==> config.mk <==
export PLATFORM = sky130hd
export DESIGN_NAME = uart_tx_arbiter
export DESIGN_NICKNAME = d
export VERILOG_FILES = /design/src/rtl/uart_tx_arbiter.sv
export SDC_FILE = /design/constraint.sdc
export NUM_CORES = 1
export LEC_CHECK = 0
export CORE_AREA = 2 2 90 92
export CTS_BUF_LIST = sky130_fd_sc_hd__clkbuf_8 sky130_fd_sc_hd__clkbuf_16
export CTS_CLUSTER_DIAMETER = 60
export DETAILED_ROUTE_END_ITERATION = 8
export DIE_AREA = 0 0 92 94
export MAX_ROUTING_LAYER = met4
export PLACE_DENSITY = 0.59
export SYNTH_ARGS = -nofsm -noshare
export SYNTH_HDL_FRONTEND = slang
export SYNTH_SLANG_ARGS = --single-unit
==> constraint.sdc <==
create_clock -name clk -period 2.9 [get_ports clk]
set_input_delay 0.29 -clock clk [delete_from_list [all_inputs] [get_ports clk]]
set_output_delay 0.29 -clock clk [all_outputs]
set_load 0.01 [all_outputs]
==> src/rtl/uart_tx_arbiter.sv <==
// uart_tx_arbiter: shares one AXI-lite UART transmitter between NUM_REQ
// byte-stream requesters. Round-robin arbitration with packet lock: a grant is
// held until the requester's byte with req_last=1. Each byte is written to
// UART_DATA_ADDR and the next one waits for the UART tx_done pulse.
//
// Ports:
//   clk, resetn           clock, synchronous active-low reset
//   req_valid/data/last   per-requester byte stream (byte i at [8i+7:8i])
//   req_ready             one-hot, one-cycle byte-accept pulse
//   m_axi_aw*/w*/b*       AXI-lite write-only master (one write outstanding)
//   tx_done               one-cycle pulse from the UART at end of stop bit
//   grant_id, busy        current/last owner, arbiter not idle
//   err_clr               clears the sticky error flags
//   err_slverr            sticky, a non-OKAY write response was seen
//   err_timeout           sticky, tx_done watchdog expired
//
// Optional feature: define UART_ARB_TIMEOUT_EN to add the tx_done watchdog
// (TIMEOUT_CYCLES). Without it err_timeout is tied low and no counter exists.
module uart_tx_arbiter #(
  parameter int unsigned NUM_REQ        = 4,
  parameter logic [11:0] UART_DATA_ADDR = 12'h000
`ifdef UART_ARB_TIMEOUT_EN
  ,
  parameter int unsigned TIMEOUT_CYCLES = 100000
`endif
) (
  input  logic                       clk,
  input  logic                       resetn,
  input  logic [NUM_REQ-1:0]         req_valid,
  input  logic [8*NUM_REQ-1:0]       req_data,
  input  logic [NUM_REQ-1:0]         req_last,
  output logic [NUM_REQ-1:0]         req_ready,
  output logic [11:0]                m_axi_awaddr,
  output logic                       m_axi_awvalid,
  input  logic                       m_axi_awready,
  output logic [31:0]                m_axi_wdata,
  output logic [3:0]                 m_axi_wstrb,
  output logic                       m_axi_wvalid,
  input  logic                       m_axi_wready,
  input  logic [1:0]                 m_axi_bresp,
  input  logic                       m_axi_bvalid,
  output logic                       m_axi_bready,
  input  logic                       tx_done,
  output logic [$clog2(NUM_REQ)-1:0] grant_id,
  output logic                       busy,
  input  logic                       err_clr,
  output logic                       err_slverr,
  output logic                       err_timeout
);

  localparam int unsigned IW = $clog2(NUM_REQ);
  localparam int unsigned PW = IW + 1;

  typedef enum logic [2:0] {
    S_IDLE, S_CAPTURE, S_ADDR, S_RESP, S_WAIT_TX, S_NEXT
  } state_t;

  state_t             state_q, state_d;
  logic [IW-1:0]      grant_q, grant_d, rr_q, rr_d, grant_inc, pick_idx;
  logic               pick_found;
  logic [PW-1:0]      pick_w;
  logic [NUM_REQ-1:0] ready_q, ready_d;
  logic               aw_q, aw_d, w_q, w_d, b_q, b_d;
  logic [7:0]         byte_q, byte_d, cur_byte;
  logic               last_q, last_d;
  logic               txf_q, txf_d, busy_q, busy_d, slv_q, slv_d;
  logic               tx_seen;

`ifdef UART_ARB_TIMEOUT_EN
  localparam int unsigned CW = $clog2(TIMEOUT_CYCLES + 1);
  logic [CW-1:0] cnt_q, cnt_d;
  logic          to_q, to_d;
`endif

  // First requesting index at or after rr_q, wrapping.
  always_comb begin
    pick_found = 1'b0;
    pick_idx   = '0;
    pick_w     = '0;
    for (int i = 0; i < int'(NUM_REQ); i++) begin
      pick_w = PW'(rr_q) + PW'(i);
      if (pick_w >= PW'(NUM_REQ)) pick_w = pick_w - PW'(NUM_REQ);
      if (!pick_found && req_valid[pick_w[IW-1:0]]) begin
        pick_found = 1'b1;
        pick_idx   = pick_w[IW-1:0];
      end
    end
  end

  // Byte lane of the current owner.
  always_comb begin
    cur_byte = '0;
    for (int i = 0; i < int'(NUM_REQ); i++) begin
      if (grant_q == IW'(i)) cur_byte = req_data[8*i +: 8];
    end
  end

  assign grant_inc = (grant_q == IW'(NUM_REQ - 1)) ? '0 : grant_q + IW'(1);
  assign tx_seen   = txf_q | tx_done;

  // Next-state and registered-output logic.
  always_comb begin
    state_d = state_q;
    grant_d = grant_q;
    rr_d    = rr_q;
    ready_d = '0;
    aw_d    = aw_q;
    w_d     = w_q;
    b_d     = b_q;
    byte_d  = byte_q;
    last_d  = last_q;
    txf_d   = txf_q;
    slv_d   = slv_q;
`ifdef UART_ARB_TIMEOUT_EN
    cnt_d   = cnt_q;
    to_d    = to_q;
`endif

    case (state_q)
      S_IDLE: begin
        if (pick_found) begin
          grant_d = pick_idx;
          ready_d = NUM_REQ'(1) << pick_idx;
          state_d = S_CAPTURE;
        end
      end
      S_NEXT: begin
        // Locked: only the owner can continue.
        if (req_valid[grant_q]) begin
          ready_d = NUM_REQ'(1) << grant_q;
          state_d = S_CAPTURE;
        end
      end
      S_CAPTURE: begin
        byte_d  = cur_byte;
        last_d  = req_last[grant_q];
        aw_d    = 1'b1;
        w_d     = 1'b1;
        state_d = S_ADDR;
      end
      S_ADDR: begin
        if (m_axi_awready) aw_d = 1'b0;
        if (m_axi_wready)  w_d  = 1'b0;
        if (!aw_d && !w_d) begin
          b_d     = 1'b1;
          state_d = S_RESP;
        end
      end
      S_RESP: begin
        if (m_axi_bvalid) begin
          b_d = 1'b0;
          if (m_axi_bresp == 2'b00) begin
            state_d = S_WAIT_TX;
          end else begin
            // Byte not sent: no tx_done will come, close the byte now.
            slv_d = 1'b1;
            if (last_q) begin
              state_d = S_IDLE;
              rr_d    = grant_inc;
            end else begin
              state_d = S_NEXT;
            end
          end
        end
      end
      S_WAIT_TX: begin
        if (tx_seen) begin
          if (last_q) begin
            state_d = S_IDLE;
            rr_d    = grant_inc;
          end else begin
            state_d = S_NEXT;
          end
        end
`ifdef UART_ARB_TIMEOUT_EN
        else if (cnt_q == CW'(TIMEOUT_CYCLES - 1)) begin
          to_d    = 1'b1;
          state_d = S_IDLE;
          rr_d    = grant_inc;
        end
`endif
      end
      default: state_d = S_IDLE;
    endcase

    // tx_done may arrive early (during ADDR/RESP); hold it until WAIT_TX ends.
    if ((state_q == S_ADDR || state_q == S_RESP || state_q == S_WAIT_TX) && tx_done)
      txf_d = 1'b1;
    if (state_d == S_IDLE || state_d == S_NEXT) txf_d = 1'b0;

`ifdef UART_ARB_TIMEOUT_EN
    if (state_q == S_WAIT_TX) cnt_d = cnt_q + CW'(1);
    if (state_d == S_WAIT_TX && state_q != S_WAIT_TX) cnt_d = '0;
    if (err_clr) to_d = 1'b0;
`endif
    if (err_clr) slv_d = 1'b0;

    busy_d = (state_d != S_IDLE);
  end

  // State and output registers.
  always_ff @(posedge clk) begin
    if (!resetn) begin
      state_q <= S_IDLE;
      grant_q <= '0;
      rr_q    <= '0;
      ready_q <= '0;
      aw_q    <= 1'b0;
      w_q     <= 1'b0;
      b_q     <= 1'b0;
      byte_q  <= '0;
      last_q  <= 1'b0;
      txf_q   <= 1'b0;
      busy_q  <= 1'b0;
      slv_q   <= 1'b0;
`ifdef UART_ARB_TIMEOUT_EN
      cnt_q   <= '0;
      to_q    <= 1'b0;
`endif
    end else begin
      state_q <= state_d;
      grant_q <= grant_d;
      rr_q    <= rr_d;
      ready_q <= ready_d;
      aw_q    <= aw_d;
      w_q     <= w_d;
      b_q     <= b_d;
      byte_q  <= byte_d;
      last_q  <= last_d;
      txf_q   <= txf_d;
      busy_q  <= busy_d;
      slv_q   <= slv_d;
`ifdef UART_ARB_TIMEOUT_EN
      cnt_q   <= cnt_d;
      to_q    <= to_d;
`endif
    end
  end

  assign req_ready     = ready_q;
  assign m_axi_awaddr  = UART_DATA_ADDR;
  assign m_axi_awvalid = aw_q;
  assign m_axi_wdata   = {24'b0, byte_q};
  assign m_axi_wstrb   = 4'b0001;
  assign m_axi_wvalid  = w_q;
  assign m_axi_bready  = b_q;
  assign grant_id      = grant_q;
  assign busy          = busy_q;
  assign err_slverr    = slv_q;
`ifdef UART_ARB_TIMEOUT_EN
  assign err_timeout   = to_q;
`else
  assign err_timeout   = 1'b0;
`endif

endmodule

==> flow_metrics.py, run 1 <==
metrics = {
    "outcome": {
        "status": "complete, no violations",
    },
    "yosys": {
        "async_reset_ff_share_pct": 0,
        "synth_area_um2": 1860,
        "yosysTopAreaCell": "dfxtp_1",
        "synthXorXnorAreaFrac_pct": 0,
        "synth_top_family_by_area": "compound AO/OA/AOI/OAI gates",
        "seq_area_frac_synth_pct": 27.9,
        "synth-compound-area-share_pct": 23.5,
        "synth_top_area_share_pct": 27.9,
        "synth_edf_count": 0,
        "ys_seq_elements": 26,
        "synthSimpleGateAreaFrac_pct": 19.9,
        "synth-main-ff-cell": "dfxtp_1",
        "avgSynthCellArea_um2": 8.36,
        "synth_area_leaders": "dfxtp_1 28%, buf_4 17%, a21oi_1 5.9%",
        "synth.yosys.warnings": 0,
        "yosys.cell_types.count": 47,
        "synth.area.mux_share_pct": 4.70,
        "syn_inst": 223,
        "synthAdderAreaFrac_pct": 2.68,
    },
    "drt": {
        "dr.pass1.iters": 4,
        "drt-total-wl_um": 4870,
        "antenna_left": 0,
        "via_per_inst": 4.26,
        "drc": 0,
        "vias": 1637,
        "wl_per_cell_um": 12.7,
        "first_iter_violations": 89,
    },
    "setup_path": {
        "critPathCapture": "byte_q[7]",
        "cp.depth": 7,
        "r2r_cells": 7,
        "crit_family": "simple AND/OR/NAND/NOR gates",
        "crit_buf_inv": 1,
        "crit_type": "reg2reg",
        "r2r_slack_ns": 0.60,
        "path_max_fanout": 10,
        "rr_startpoint": "grant_id[1]",
        "slowest_stage": "nor2b_1",
        "worstPathRequired_ns": 3.11,
        "regToRegEndpoint": "byte_q[7]",
        "cpPeakStageDelay_ns": 0.63,
        "start_kind": "register",
        "crit_top_cell": "a21oi_1",
        "critPathLaunch": "grant_id[1]",
        "path_cells": "inv_1, ha_1, nor2b_1, a221oi_1, nor3_1, a21oi_1, a21oi_1",
        "end_kind": "register",
        "cp.arrival_ns": 2.51,
    },
    "global_routing": {
        "grt_first_pass_wirelength_um": 7690,
        "antenna_found_initial": 0,
        "grt_max_degree": 19,
        "grt_pass1_vias": 1558,
        "met1_usage_pct": 14.5,
        "busiest_layer": "met2",
        "grtUsageMet2_pct": 18.4,
        "overflow": 0,
        "grt.total_usage_pct": 11.2,
        "use_met3_pct": 3.21,
    },
    "final_layout": {
        "drive_above_1_share_pct": 7.09,
        "final_nets": 336,
        "mostFrequentLayoutCell": "clkdlybuf4s50_1",
        "post-route-util_pct": 33.0,
        "nFillCells": 805,
        "diodes": 0,
        "syn_to_final_growth_pct": 34.8,
        "final_cell_mix": "67 x clkdlybuf4s50_1, 41 x conb_1, 26 x dfxtp_1",
    },
    "timing": {
        "hold_violations": 0,
        "slew_headroom_pct": 52.3,
        "rsz0062_at_grt": "false",
        "finalMaxSlewViolations": 0,
        "fmax_ghz": 0.436,
        "fin_crit_sh_pct": 79.1,
        "setup_tns_ns": 0,
        "period_needed_ns": 2.30,
        "setup_violations": 0,
        "worstMarginPinSlew_ns": 0.715,
        "fin_skew_ns": 0.00388,
        "hold_ws_ns": 0.477,
    },
    "power": {
        "p_per_area_nw_per_um2": 619,
        "p_leak_nw": 0.977,
        "vdd_ir_drop_max_mv": 0.304,
    },
    "cts": {
        "post_cts_buffers": 0,
        "hold_buffers": 0,
        "clk_pin_slew_worst_paths_ns": 0.09,
        "clk_path_buf_depth": 2,
        "cts.sinks": 26,
        "post_cts_resized": 0,
        "htree_num_levels": 1,
        "clockRootBuffer": "clkbuf_8",
        "clock_latency_ns": 0.27,
        "cts_tree": "yes",
        "cts-buffers-inserted": 3,
    },
    "floorplanning": {
        "die_y_um": 94,
        "start_util_pct": 24.5,
        "io_pins": 109,
        "fp.dieW_um": 92,
        "die_area_um2": 8650,
        "rows": 32,
        "core_area_um2": 7610,
    },
    "min_path": {
        "hold_path_class": "reg2reg",
        "hold_start": "m_axi_bready",
    },
    "placement": {
        "gp_congestion": 0.792,
        "portBuffers": 67,
        "dp.final_hpwl_um": 3820,
    },
    "job": {
        "drv_cap": 0,
    },
}
==> cell type report <==
class                           instances  area (µm²)  area share (%)
Timing Repair Buffer                   67         671            26.7
Multi-Input combinational cell        179        1100            43.8
Sequential cell                        26         520            20.7
Tap cell                              102         128            5.08
Clock buffer                            3        41.3            1.64
Inverter                                6        22.5           0.896
Clock inverter                          1        30.0            1.19
==> through the flow <==
| step | cell area [µm²] | power (mW) | cells | worst slack [ns] |
|---|---|---|---|---|
| after floorplan | 2010 | 1.02 | 262 | 1.18 |
| after global placement | 2440 | 1.27 | 380 | 0.663 |
| after detailed placement | 2440 | 1.27 | 380 | 0.621 |
| after CTS | 2510 | 1.57 | 384 | 0.603 |
| after global routing | 2510 | 1.68 | 384 | 0.414 |
| final | 2510 | 1.56 | 384 | 0.605 |
==> worst min path at each step <==
| stage | end | depth (start not counted) |
|---|---|---|
| after floorplan | err_slverr | 1 |
| after global placement | rr_q[0] | 2 |
| after detailed placement | m_axi_bready | 2 |
| after CTS | m_axi_bready | 2 |
| after global routing | m_axi_bready | 2 |
| final | m_axi_bready | 2 |
==> cells in the mapped netlist (3+ instances only) <==
cell type  number
nor2b_1        14
nor3_1         10
a21oi_1        22
clkbuf_1        5
or3_1           3
buf_4          42
dfxtp_1        26
nor2_1         10
o21ai_1         5
inv_1           4
ha_1            4
mux2i_1         5
nand2_1         7
o21ai_0        11
a221oi_1        8
nand2b_1        6
==> worst register-to-register path, stage by stage, from the launching register on <==
cell and delay [ns]:
dfxtp_1 0.51, inv_1 0.11, ha_1 0.36, nor2b_1 0.63, a221oi_1 0.19, nor3_1 0.21
a21oi_1 0.07, a21oi_1 0.16
==> metal layers <==
layer	vias to the layer above	routed length (µm)
li1	833	-
met1	717	2240
met2	85	2190
met3	2	423
met4	0	13
met5	-	0
==> sequential cells by signal, indices dropped and copies added (netlist names), 2 cells and up <==
register,flops
byte_q,8
req_ready,4
state_q,3
grant_id,2
rr_q,2
==> power by group <==
part           internal, mW  switching [mW]
Sequential            0.447           0.101
Clock                 0.185           0.115
Combinational         0.368           0.339
Total                  1.00           0.555
==> cell families after synthesis <==
| family | count (synthesis) |
|---|---|
| adder cells (fa/ha/maj) | 4 |
| multiplexers | 7 |
| other | 2 |
| AO/OA/AOI/OAI | 66 |
| AND/OR/NAND/NOR | 61 |
| buffers and inverters | 57 |
| flip-flops | 26 |
(Power assumes the default switching activity.)
==> inputs of run 2 (changes only) <==
- PLACE_DENSITY: 0.59 -> 0.61
- clock period: 2.9 -> 2 ns (I/O delays scaled with it)
==> run 2 against run 1 <==
Global-route usage grew 0.16 points. Sequential power grew 41%. First-iteration DRC count shrank 45%. Final area grew 1.9%. Critical path type unchanged. Critical endpoint is now txf_q. Largest power group unchanged.
==> flow_metrics.py, run 2 (same netlist as run 1, synthesis figures left out) <==
metrics = {
    "placement": {
        "portBuffers": 67,
        "dpl_cell_area_um2": 2490,
        "dpl.cell_count": 386,
        "gp_congestion": 0.825,
        "dp.final_hpwl_um": 3870,
    },
    "global_routing": {
        "grt.total_usage_pct": 11.4,
        "grt_first_pass_wirelength_um": 7760,
        "overflow": 0,
        "grt_pass1_vias": 1584,
        "antenna_found_initial": 0,
        "grt_max_degree": 19,
    },
    "min_path": {
        "hold_start": "err_clr",
        "hold_path_class": "in2reg",
        "min_path_cells": 2,
        "holdPathEnd": "err_slverr",
    },
    "cts": {
        "cts_tree": "yes",
        "htree_num_levels": 1,
        "clock_latency_ns": 0.27,
        "clk_path_buf_depth": 2,
        "cts.sinks": 26,
        "clockRootBuffer": "clkbuf_8",
        "clk_pin_slew_worst_paths_ns": 0.09,
        "cts-buffers-inserted": 3,
    },
    "power": {
        "comb_power_share_pct": 46.9,
        "p_per_area_nw_per_um2": 895,
        "vdd_ir_drop_max_mv": 0.350,
        "pwr-share-seq_pct": 33.9,
        "p_leak_nw": 1.01,
        "intPower_mw": 1.48,
        "finalPower_mw": 2.29,
        "clkPwrFrac_pct": 19.2,
        "power.switching_mw": 0.809,
        "p_sw_share_pct": 35.3,
    },
    "floorplanning": {
        "die_y_um": 94,
        "die_area_um2": 8650,
        "rows": 32,
        "core_area_um2": 7610,
        "fp.dieW_um": 92,
        "io_pins": 109,
        "start_util_pct": 24.5,
    },
    "final_layout": {
        "diodes": 0,
        "nFillCells": 805,
        "drive_above_1_share_pct": 9.38,
        "final_cell_mix": "67 x clkdlybuf4s50_1, 41 x conb_1, 26 x dfxtp_1",
        "multiInputGateArea_um2": 1100,
        "fin_cells": 390,
        "ff_latch_area_um2": 520,
        "final_nets": 342,
        "mostFrequentLayoutCell": "clkdlybuf4s50_1",
        "largest_reg_flops": 8,
        "regMostFlops": "byte_q",
        "final_area_um2": 2560,
        "syn_to_final_growth_pct": 37.4,
    },
    "setup_path": {
        "crit_type": "reg2reg",
        "start_kind": "register",
        "r2r_cells": 5,
        "regToRegEndpoint": "txf_q",
        "crit_top_cell": "o31a_1",
        "r2r_slack_ns": 0.26,
        "crit_family": "compound AO/OA/AOI/OAI gates",
        "slowest_stage": "dfxtp_1",
        "path_max_fanout": 9,
        "rr_startpoint": "state_q[1]",
        "cp.arrival_ns": 1.91,
        "cpPeakStageDelay_ns": 0.58,
        "worstPathRequired_ns": 2.17,
        "crit_buf_inv": 0,
        "end_kind": "register",
        "path_cells": "or2b_4, o31a_1, o2111ai_2, a211oi_2, o31a_1",
        "cp.depth": 5,
    },
    "timing": {
        "period_needed_ns": 1.74,
        "setup_violations": 0,
        "rsz0062_at_grt": "false",
        "hold_ws_ns": 0.457,
        "fmax_ghz": 0.574,
        "slew_headroom_pct": 53.8,
        "finalMaxSlewViolations": 0,
        "setup_tns_ns": 0,
        "fin_skew_ns": 0.00241,
        "worstMarginPinSlew_ns": 0.693,
        "hold_violations": 0,
        "fin_crit_sh_pct": 87.1,
    },
    "outcome": {
        "status": "complete, no violations",
    },
    "drt": {
        "via_per_inst": 4.36,
        "first_iter_violations": 49,
        "vias": 1699,
        "dr.pass1.iters": 4,
        "wl_per_cell_um": 12.7,
        "antenna_left": 0,
        "drt-total-wl_um": 4960,
        "drc": 0,
    },
    "job": {
        "drv_cap": 0,
    },
}
[run 2: changes by cell type in the layout (fill, tap and decap cells not counted), sizes merged]
cell,delta
buf,+6
[run 2: how the worst max path moves through the flow]
stage                     slack [ns]          from      endpoint
after floorplan                 0.28   grant_id[0]     byte_q[6]
after global placement          0.13  req_valid[3]  req_ready[3]
after detailed placement        0.09  req_valid[0]  req_ready[3]
after CTS                       0.15   grant_id[0]     byte_q[5]
after global routing            0.14   grant_id[0]     byte_q[1]
final                           0.26    state_q[1]         txf_q
[run 2: worst reg2reg max path: stages (launching register included)]
cell and delay (ns):
dfxtp_1 0.58, or2b_4 0.35, o31a_1 0.25, o2111ai_2 0.24, a211oi_2 0.11, o31a_1 0.11
[run 2: timing repair]
| item | 4_1_cts | 5_1_grt |
|---|---|---|
| setup endpoints to repair | 0 | 8 |
| resized for setup | 0 | 1 |
| hold buffers | 0 | 0 |
| hold endpoints to repair | 0 | 0 |
| buffers inserted | 0 | 0 |
[run 2: layout make-up]
class                   count  area share, %
inverters                   6          0.879
clock buffers               3           1.61
flip-flops and latches     26           20.3
clock inverters             1           1.17
well taps                 102           4.98
multi-input cells         179           43.1
repair buffers             73           27.9
[run 2: per-stage QoR]
step / worst slack, ns / utilization (%)
6_report: 0.259 / 33.7
5_1_grt: 0.137 / 33.7
3_3_place_gp: 0.134 / 32.7
3_5_place_dp: 0.0917 / 32.7
2_1_floorplan: 0.280 / -
4_1_cts: 0.150 / 33.6
[run 2: power groups by stage]
| stage | sequential (mW) | combinational (mW) | clock, mW |
|---|---|---|---|
| after global routing | 0.798 | 1.19 | 0.485 |
| after CTS | 0.779 | 1.09 | 0.461 |
| after floorplan | 0.784 | 0.699 | 0 |
| after detailed placement | 0.790 | 1.08 | 0 |
| final | 0.776 | 1.07 | 0.441 |
| after global placement | 0.787 | 1.08 | 0 |
[run 2: metal layers]
| metal | wire length [µm] | up-vias | GRT usage, % |
|---|---|---|---|
| li1 | - | 847 | - |
| met1 | 2200 | 774 | 14.0 |
| met2 | 2330 | 78 | 19.3 |
| met3 | 430 | 0 | 3.05 |
| met4 | 0 | 0 | 1.62 |
| met5 | 0 | - | - |
